==> src/rtl/lot_input_conditioner_if.sv <==
// rtl/lot_input_conditioner_if.sv - board-side button/switch bundle for the lottery input conditioner
//
// Purpose: carries the raw board inputs and the conditioned outputs between
//          the board side and lot_input_conditioner.
// Signals:
//   insere_raw, fim_raw, fim_jogo_raw : raw push-buttons, asynchronous to clk
//   num_raw [0:3]                     : raw slide switches
//   insere, fim, fim_jogo             : one-cycle pulses per accepted press
//   num [0:3]                         : number captured with the last insere pulse
// Modports: master = board/stimulus side, slave = conditioner side.
interface lot_input_conditioner_if;
  logic       insere_raw;
  logic       fim_raw;
  logic       fim_jogo_raw;
  logic [0:3] num_raw;
  logic       insere;
  logic       fim;
  logic       fim_jogo;
  logic [0:3] num;

  modport master (
    output insere_raw, fim_raw, fim_jogo_raw, num_raw,
    input  insere, fim, fim_jogo, num
  );

  modport slave (
    input  insere_raw, fim_raw, fim_jogo_raw, num_raw,
    output insere, fim, fim_jogo, num
  );
endinterface

==> src/rtl/lot_input_conditioner.sv <==
// rtl/lot_input_conditioner.sv - synchronise, debounce and pulse-convert the lottery buttons
//
// Purpose: 2-flop synchronises the three raw buttons and the 4-bit switch
//          bank, debounces each button with its own FSM and counter, emits a
//          single-cycle pulse per accepted press and snapshots num with each
//          insere pulse.
// Ports:
//   clk   : system clock, rising edge
//   reset : synchronous, active-high
//   bus   : lot_input_conditioner_if.slave (raw inputs in, pulses and num out)
// Optional feature: define LOT_BTN_PRIORITY_EN to allow at most one pulse per
//   cycle with priority fim_jogo > fim > insere; losing presses are dropped.
module lot_input_conditioner #(
  parameter int DEBOUNCE_CYCLES = 500000,
  parameter int CNT_W           = 20,
  parameter bit BTN_ACTIVE_LOW  = 1'b1
) (
  input logic                     clk,
  input logic                     reset,
  lot_input_conditioner_if.slave  bus
);

  typedef enum logic [1:0] {
    IDLE,
    PRESS_WAIT,
    PRESSED,
    RELEASE_WAIT
  } btn_state_e;

  // Raw level that means "not pressed"; sync flops reset to it.
  localparam logic [2:0]       RAW_INACTIVE = {3{BTN_ACTIVE_LOW}};
  localparam logic [CNT_W-1:0] CNT_LAST     = CNT_W'(DEBOUNCE_CYCLES - 1);

  // Button index: 0 = insere, 1 = fim, 2 = fim_jogo.
  logic [2:0] raw;
  logic [2:0] sync1_q, sync1_d;
  logic [2:0] sync2_q, sync2_d;
  logic [2:0] btn_act;
  logic [0:3] num_sync1_q, num_sync1_d;
  logic [0:3] num_sync2_q, num_sync2_d;
  logic [0:3] num_q, num_d;
  logic [2:0] pulse_q, pulse_d;
  logic [2:0] hit;

  btn_state_e       state_q [3];
  btn_state_e       state_d [3];
  logic [CNT_W-1:0] cnt_q   [3];
  logic [CNT_W-1:0] cnt_d   [3];

  assign raw = {bus.fim_jogo_raw, bus.fim_raw, bus.insere_raw};

  // Polarity is normalised after the synchronisers so the FSMs only see active=1.
  assign btn_act = sync2_q ^ RAW_INACTIVE;

  always_comb begin
    sync1_d     = raw;
    sync2_d     = sync1_q;
    num_sync1_d = bus.num_raw;
    num_sync2_d = num_sync1_q;
  end

  // Per-button debounce FSMs; hit marks the edge a press is accepted.
  always_comb begin
    hit = 3'b000;
    for (int i = 0; i < 3; i++) begin
      state_d[i] = state_q[i];
      cnt_d[i]   = cnt_q[i];
      case (state_q[i])
        IDLE: begin
          if (btn_act[i]) begin
            state_d[i] = PRESS_WAIT;
            cnt_d[i]   = '0;
          end
        end
        PRESS_WAIT: begin
          if (!btn_act[i]) begin
            state_d[i] = IDLE;
          end else if (cnt_q[i] >= CNT_LAST) begin
            state_d[i] = PRESSED;
            hit[i]     = 1'b1;
          end else begin
            cnt_d[i] = cnt_q[i] + 1'b1;
          end
        end
        PRESSED: begin
          if (!btn_act[i]) begin
            state_d[i] = RELEASE_WAIT;
            cnt_d[i]   = '0;
          end
        end
        RELEASE_WAIT: begin
          if (btn_act[i]) begin
            state_d[i] = PRESSED;
          end else if (cnt_q[i] >= CNT_LAST) begin
            state_d[i] = IDLE;
          end else begin
            cnt_d[i] = cnt_q[i] + 1'b1;
          end
        end
        default: begin
          state_d[i] = IDLE;
          cnt_d[i]   = '0;
        end
      endcase
    end
  end

  // Output pulses and num snapshot; the FSMs advance regardless of which
  // pulse wins, so a dropped press is never replayed later.
  always_comb begin
`ifdef LOT_BTN_PRIORITY_EN
    if (hit[2]) begin
      pulse_d = 3'b100;
    end else if (hit[1]) begin
      pulse_d = 3'b010;
    end else if (hit[0]) begin
      pulse_d = 3'b001;
    end else begin
      pulse_d = 3'b000;
    end
`else
    pulse_d = hit;
`endif
    num_d = pulse_d[0] ? num_sync2_q : num_q;
  end

  always_ff @(posedge clk) begin
    if (reset) begin
      sync1_q     <= RAW_INACTIVE;
      sync2_q     <= RAW_INACTIVE;
      num_sync1_q <= '0;
      num_sync2_q <= '0;
      num_q       <= '0;
      pulse_q     <= '0;
      for (int i = 0; i < 3; i++) begin
        state_q[i] <= IDLE;
        cnt_q[i]   <= '0;
      end
    end else begin
      sync1_q     <= sync1_d;
      sync2_q     <= sync2_d;
      num_sync1_q <= num_sync1_d;
      num_sync2_q <= num_sync2_d;
      num_q       <= num_d;
      pulse_q     <= pulse_d;
      for (int i = 0; i < 3; i++) begin
        state_q[i] <= state_d[i];
        cnt_q[i]   <= cnt_d[i];
      end
    end
  end

  assign bus.insere   = pulse_q[0];
  assign bus.fim      = pulse_q[1];
  assign bus.fim_jogo = pulse_q[2];
  assign bus.num      = num_q;

endmodule

==> src/flat_wrapper.sv <==
// flat-port wrapper written by rule: the top's interface ports become plain ports
module lot_input_conditioner_flat 
#(
  parameter int DEBOUNCE_CYCLES = 500000,
  parameter int CNT_W           = 20,
  parameter bit BTN_ACTIVE_LOW  = 1'b1
)
  (clk, reset, bus_insere_raw, bus_fim_raw, bus_fim_jogo_raw, bus_num_raw, bus_insere, bus_fim, bus_fim_jogo, bus_num);
  lot_input_conditioner_if bus_i ();
  input logic clk;
  input logic reset;
  input wire logic [$bits(bus_i.insere_raw)-1:0] bus_insere_raw;
  input wire logic [$bits(bus_i.fim_raw)-1:0] bus_fim_raw;
  input wire logic [$bits(bus_i.fim_jogo_raw)-1:0] bus_fim_jogo_raw;
  input wire logic [$bits(bus_i.num_raw)-1:0] bus_num_raw;
  output wire logic [$bits(bus_i.insere)-1:0] bus_insere;
  output wire logic [$bits(bus_i.fim)-1:0] bus_fim;
  output wire logic [$bits(bus_i.fim_jogo)-1:0] bus_fim_jogo;
  output wire logic [$bits(bus_i.num)-1:0] bus_num;
  assign bus_i.insere_raw = bus_insere_raw;
  assign bus_i.fim_raw = bus_fim_raw;
  assign bus_i.fim_jogo_raw = bus_fim_jogo_raw;
  assign bus_i.num_raw = bus_num_raw;
  assign bus_insere = bus_i.insere;
  assign bus_fim = bus_i.fim;
  assign bus_fim_jogo = bus_i.fim_jogo;
  assign bus_num = bus_i.num;
  lot_input_conditioner #(.DEBOUNCE_CYCLES(DEBOUNCE_CYCLES), .CNT_W(CNT_W), .BTN_ACTIVE_LOW(BTN_ACTIVE_LOW)) u_core (.clk(clk), .reset(reset), .bus(bus_i));
endmodule
==> config.mk <==
export PLATFORM = sky130hd
export DESIGN_NAME = lot_input_conditioner_flat
export DESIGN_NICKNAME = d
export VERILOG_FILES = /design/src/rtl/lot_input_conditioner_if.sv /design/src/rtl/lot_input_conditioner.sv /design/src/flat_wrapper.sv
export SDC_FILE = /design/constraint.sdc
export NUM_CORES = 1
export LEC_CHECK = 0
export BUFFER_PORTS_ARGS = -buffer_cell sky130_fd_sc_hd__buf_2
export CAP_MARGIN = 20
export CORE_UTILIZATION = 50
export CTS_CLUSTER_DIAMETER = 80
export DETAILED_ROUTE_END_ITERATION = 7
export GPL_TIMING_DRIVEN = 0
export PLACE_DENSITY = 0.73
export SKIP_CTS_REPAIR_TIMING = 1
export SYNTH_ARGS = -nofsm -noshare
export SYNTH_HDL_FRONTEND = slang
export SYNTH_SLANG_ARGS = --single-unit
==> constraint.sdc <==
create_clock -name clk -period 4.2 [get_ports clk]
set_input_delay 0.84 -clock clk [delete_from_list [all_inputs] [get_ports clk]]
set_output_delay 0.84 -clock clk [all_outputs]
set_load 0.005 [all_outputs]
After elaboration in Yosys (flattened, before gate mapping)
Memory sizes are Yosys's and may differ from the RTL's.
Cells that the tools add are included.
Storage, ports and cells
  register bits after elaboration: 21
  RAM bits: 66
  input bits: 9
  output and inout port bits: 7
  logic and storage cells: 94
  memories: 2
Memories
  u_core.cnt_q: depth 3, bits a word 20, rd ports 3, clocked after Yosys merged registers in 0, write ports 3, line lot_input_conditioner.sv:47  | logic [CNT_W-1:0] cnt_q [3];
  u_core.state_q: depth 3, bits a word 2, rd ports 3, clocked after Yosys merged registers in 0, write ports 3, line lot_input_conditioner.sv:45  | btn_state_e state_q [3];
Cells by class
  add/sub/neg operators: 3
  magnitude comparators: 3
  eq/ne operators: 9
  multiplexer cells: 53
  bitwise logic cells: 11
  reduce and logical (&&, ||, !) cells: 5
Operators by type and width (number)
  $mux W20: 18
  $pmux W20 S4: 3
  $add A20 B1 Y20 const B: 3
  $ge A20 B19 Y1 const B: 3
  $mux W2: 21
  $pmux W2 S4: 3
  $eq A2 B2 Y1 const B: 6
  $mux W1: 8
  $eq A2 B1 Y1 const B: 3
  $logic_not A2 Y1: 3
  $or A1 B1 Y1: 6
  $reduce_or A3 Y1: 2
  $not A1 Y1: 4
  $not A3 Y3: 1

Logic depth before layout (Yosys ltp)
  depth in word-level cells: 5
  mapped depth: 9
  mapped depth without buffers: 7

Worst setup path after synthesis
No wires, ideal clock.
  kind: reg2reg
  start: memory u_core.state_q[0][4] (netlist bit)
  end: memory u_core.cnt_q[2][13], in the netlist u_core.cnt_q[0][53]
  library setup time: 0.071 ns
  arrival: 2.057 ns
  data required time: 4.129 ns
  setup slack: 2.073 ns
  stages on the path, launching flop included: 8
  path buffers: 0
  period minus slack after synthesis: 2.127 ns
  cell sequence: dfxtp_1 > inv_1 > ha_1 > nor3_1 > o22ai_1 > a211o_2 > or4_1 > a21oi_1
RTL lines (line)
  start, declared: lot_input_conditioner.sv:45
  end, declared: lot_input_conditioner.sv:47

==> results.md <==
### Global routing
- total congestion overflow after global routing: 0
- via count of the first global-routing pass: 3512
- antenna violations before repair: 0
- total routing resource utilization after global routing: 0.227
- largest net degree at the start of global routing: 19
- first-pass GRT wire length: 16000 microns

### Power
- IR Drop Worst-Case VDD: 249 uV
- sum of internal, switching and leakage power: 1.48 mW
- leakage power: 1.59 nW
- total power per unit cell area: 321 mW/mm^2

### STA
- portion of the clock cycle consumed by the worst path in the final layout: 0.585
- Final Max Tran Viols: 0
- worst hold slack after final layout: 0.421 ns
- final hold violation count: 0
- max frequency: 407 MHz
- tightest slew margin relative to the limit: 0.552
- skew final: 0.00961 ns
- unrepaired setup endpoints after global routing: no
- final setup TNS: 0 ns
- final count of negative-setup-slack endpoints: 0
- Slew @ Worst Pin: 0.666 ns
- final critical path time including I/O delays and setup: 2.46 ns

### Worst setup path
- required time reported for the critical path endpoint: 4.50 ns
- sum of buffers and inverters on the critical path: 1
- Critical Path End Type: flop
- category of the most critical setup path: flop to flop
- Worst path top cell family by delay: simple AND/OR/NAND/NOR gates
- cell with the largest stage delay on the worst path: or4_1
- maximum fanout along the worst path: 10
- kind of start point of the critical path: flop
- crit-path cells: inv_1 > ha_1 > nor3_1 > o22ai_1 > a211o_2 > or4_1 > a21oi_1
- slowest cell delay on critical path: 0.53 ns
- arrival time worst endpoint: 2.76 ns

### Placement
- placer's final routability congestion estimate: 0.875
- count of buffers inserted at the top-level ports: 15
- sum of net half-perimeters after detailed placement: 6380 microns
- post-placement cell count: 608

### Detailed routing
- Routed wire per std cell: 14.9 microns
- Post-route DRC: 0
- drt total wl: 9300 microns
- routed via count: 3809
- Routed Antenna Nets: 0
- Initial DRC Count: 203
- total iterations of the first detailed-routing run: 5
- routed vias/inst: 6.10

### Floorplan
- Die Span X: 93.8 microns
- number of placed I/O pins: 16
- vertical die dimension: 93.8 microns
- count of standard-cell rows: 33
- starting utilization of the core area: 0.515
- floorplan core area: 0.00818 sq mm
- DIE AREA: 0.00879 sq mm

### Synth
- sequential area share after synthesis: 0.414
- total of warnings raised by yosys: 0
- share of async-settable or async-resettable flops after synthesis: 0
- flip-flop and latch count after synthesis: 87
- Synth cell types: 58
- average cell area after synthesis: 8.63 sq um
- Primary FF master, synth: dfxtp_1
- number of enable flip-flop cells after synthesis: 0
- Gate Count Post-Synth: 488
- netlist area before placement: 0.00421 sq mm
- number of nets produced by synthesis: 503

### Cells and area
- final net count: 529
- commonest non-fill, non-tap cells in the layout: 87 x dfxtp_1, 44 x a21oi_1, 30 x nand2_1, 27 x nor2_1, 27 x nand3_1
- area overhead of the layout relative to synthesis: 9.63%
- most common cell after layout, fill and taps aside: dfxtp_1
- post-layout instance count excluding filler cells: 624
- antenna cell count: 0
- layout cells sized above 1: 0.116
- # fillers: 750

### Clock network
- clock slew seen by the registers of the worst setup and hold paths: 0.11 ns
- clock insertion delay at the later pin of the skew report: 0.37 ns
- TritonCTS clock tree: built
- maximum clock path buffer count: 2
- number of H-tree levels: 3
- number of clock sinks: 87
- clock tree root buffer cell: clkbuf_8
- Num CTS Buffers: 9

### Outcome
- outcome: finished clean

### Flow run
- maxcap violations: 0

### Hold path
- Hold/Removal Path Class: flop to flop

## routing by layer
layer	wire length [microns]	global-route usage
met2	4350	0.370
met3	324	0.0372
met4	127	0.0936
met1	4500	0.297
met5	0	0
## power by group
group | total [mW] | internal, mW | leakage, nW | switching [mW]
logic | 0.0535 | 0.0175 | 0.785 | 0.0360
clock network | 0.591 | 0.236 | 0.0985 | 0.355
registers | 0.835 | 0.832 | 0.704 | 0.00347
## stage by stage
stage	util	worst slack (ns)	area [sq um]
3_5_place_dp	0.540	1.78	4420
4_1_cts	0.565	1.76	4620
2_1_floorplan	-	2.07	4210
5_1_grt	0.565	1.50	4620
3_3_place_gp	0.540	1.79	4420
6_report	0.565	1.74	4620
## final cells by class
type	instances	area, sq um	share of cell area
Clock buffer	9	124	0.0268
Buffer	24	126	0.0274
Sequential cell	87	1740	0.377
Timing Repair Buffer	15	75.1	0.0163
Multi-Input combinational cell	365	2300	0.498
Inverter	12	45.0	0.00976
Tap cell	105	131	0.0285
Clock inverter	7	75.1	0.0163
## registers in the layout, summed over array words and instances (netlist names), named ones only
| register | cells |
|---|---|
| u_core.sync2_q | 3 |
| u_core.cnt_q | 60 |
| u_core.bus.num | 4 |
| u_core.pulse_q | 3 |
| u_core.num_sync1_q | 4 |
| u_core.sync1_q | 3 |
| u_core.state_q | 3 |
| u_core.num_sync2_q | 4 |
## worst paths after layout
check                                     startpoint                  end  slack (ns)  cells past startpoint
worst max-delay path            u_core.state_q[0][4]  u_core.cnt_q[0][57]        1.74                      7
worst min-delay path               u_core.sync1_q[1]    u_core.sync2_q[1]        0.42                      1
worst max register to register  u_core.state_q[0][4]  u_core.cnt_q[0][57]        1.74                      7
worst min register to register     u_core.sync1_q[1]    u_core.sync2_q[1]        0.42                      1
## synth_stat cells, types with 2 or more instances
master / instances / area share
o31ai_1: 23 / 0.041
and3_1: 8 / 0.012
nand2_1: 30 / 0.027
and4_1: 8 / 0.017
a211oi_1: 5 / 0.0089
o21ai_0: 25 / 0.030
nor2b_1: 9 / 0.013
nand4b_1: 2 / 0.0042
a21oi_1: 44 / 0.052
xor2_1: 2 / 0.0042
and3b_1: 2 / 0.0042
o22ai_1: 2 / 0.0030
o211ai_2: 2 / 0.0059
a211o_2: 2 / 0.0048
a21o_1: 2 / 0.0036
o21ai_1: 4 / 0.0048
mux2i_1: 4 / 0.0095
and4bb_2: 2 / 0.0059
or3_1: 20 / 0.030
o211ai_1: 5 / 0.0089
inv_1: 12 / 0.011
nor4_1: 4 / 0.0059
buf_2: 7 / 0.0083
ha_1: 6 / 0.018
nand4_1: 25 / 0.037
dfxtp_1: 87 / 0.41
nand3_1: 27 / 0.032
nor2_1: 27 / 0.024
clkbuf_1: 13 / 0.012
xnor2_1: 8 / 0.017
a31o_2: 2 / 0.0042
nor3_1: 6 / 0.0071
or2_2: 6 / 0.0089
a31oi_1: 4 / 0.0059
and2_1: 9 / 0.013
or4_1: 22 / 0.039
## worst reg2reg max path: stages, from the launching register on
cell and delay, ns:
dfxtp_1 0.42, inv_1 0.08, ha_1 0.27, nor3_1 0.37
o22ai_1 0.15, a211o_2 0.42, or4_1 0.53, a21oi_1 0.15
## kinds of logic (layout without fill, tap and decap cells)
kind of cell | count (synthesis) | after routing | synth area share
and+or+nand+nor | 213 | 213 | 0.298
adders and majority gates | 6 | 6 | 0.0178
DFF | 87 | 87 | 0.414
buffers and inverters | 36 | 67 | 0.0407
AOI/OAI and AO/OA | 132 | 132 | 0.199
xor gates and xnor gates | 10 | 10 | 0.0208
muxes | 4 | 4 | 0.00951
Note: power is estimated with default switching activity, not from simulation.
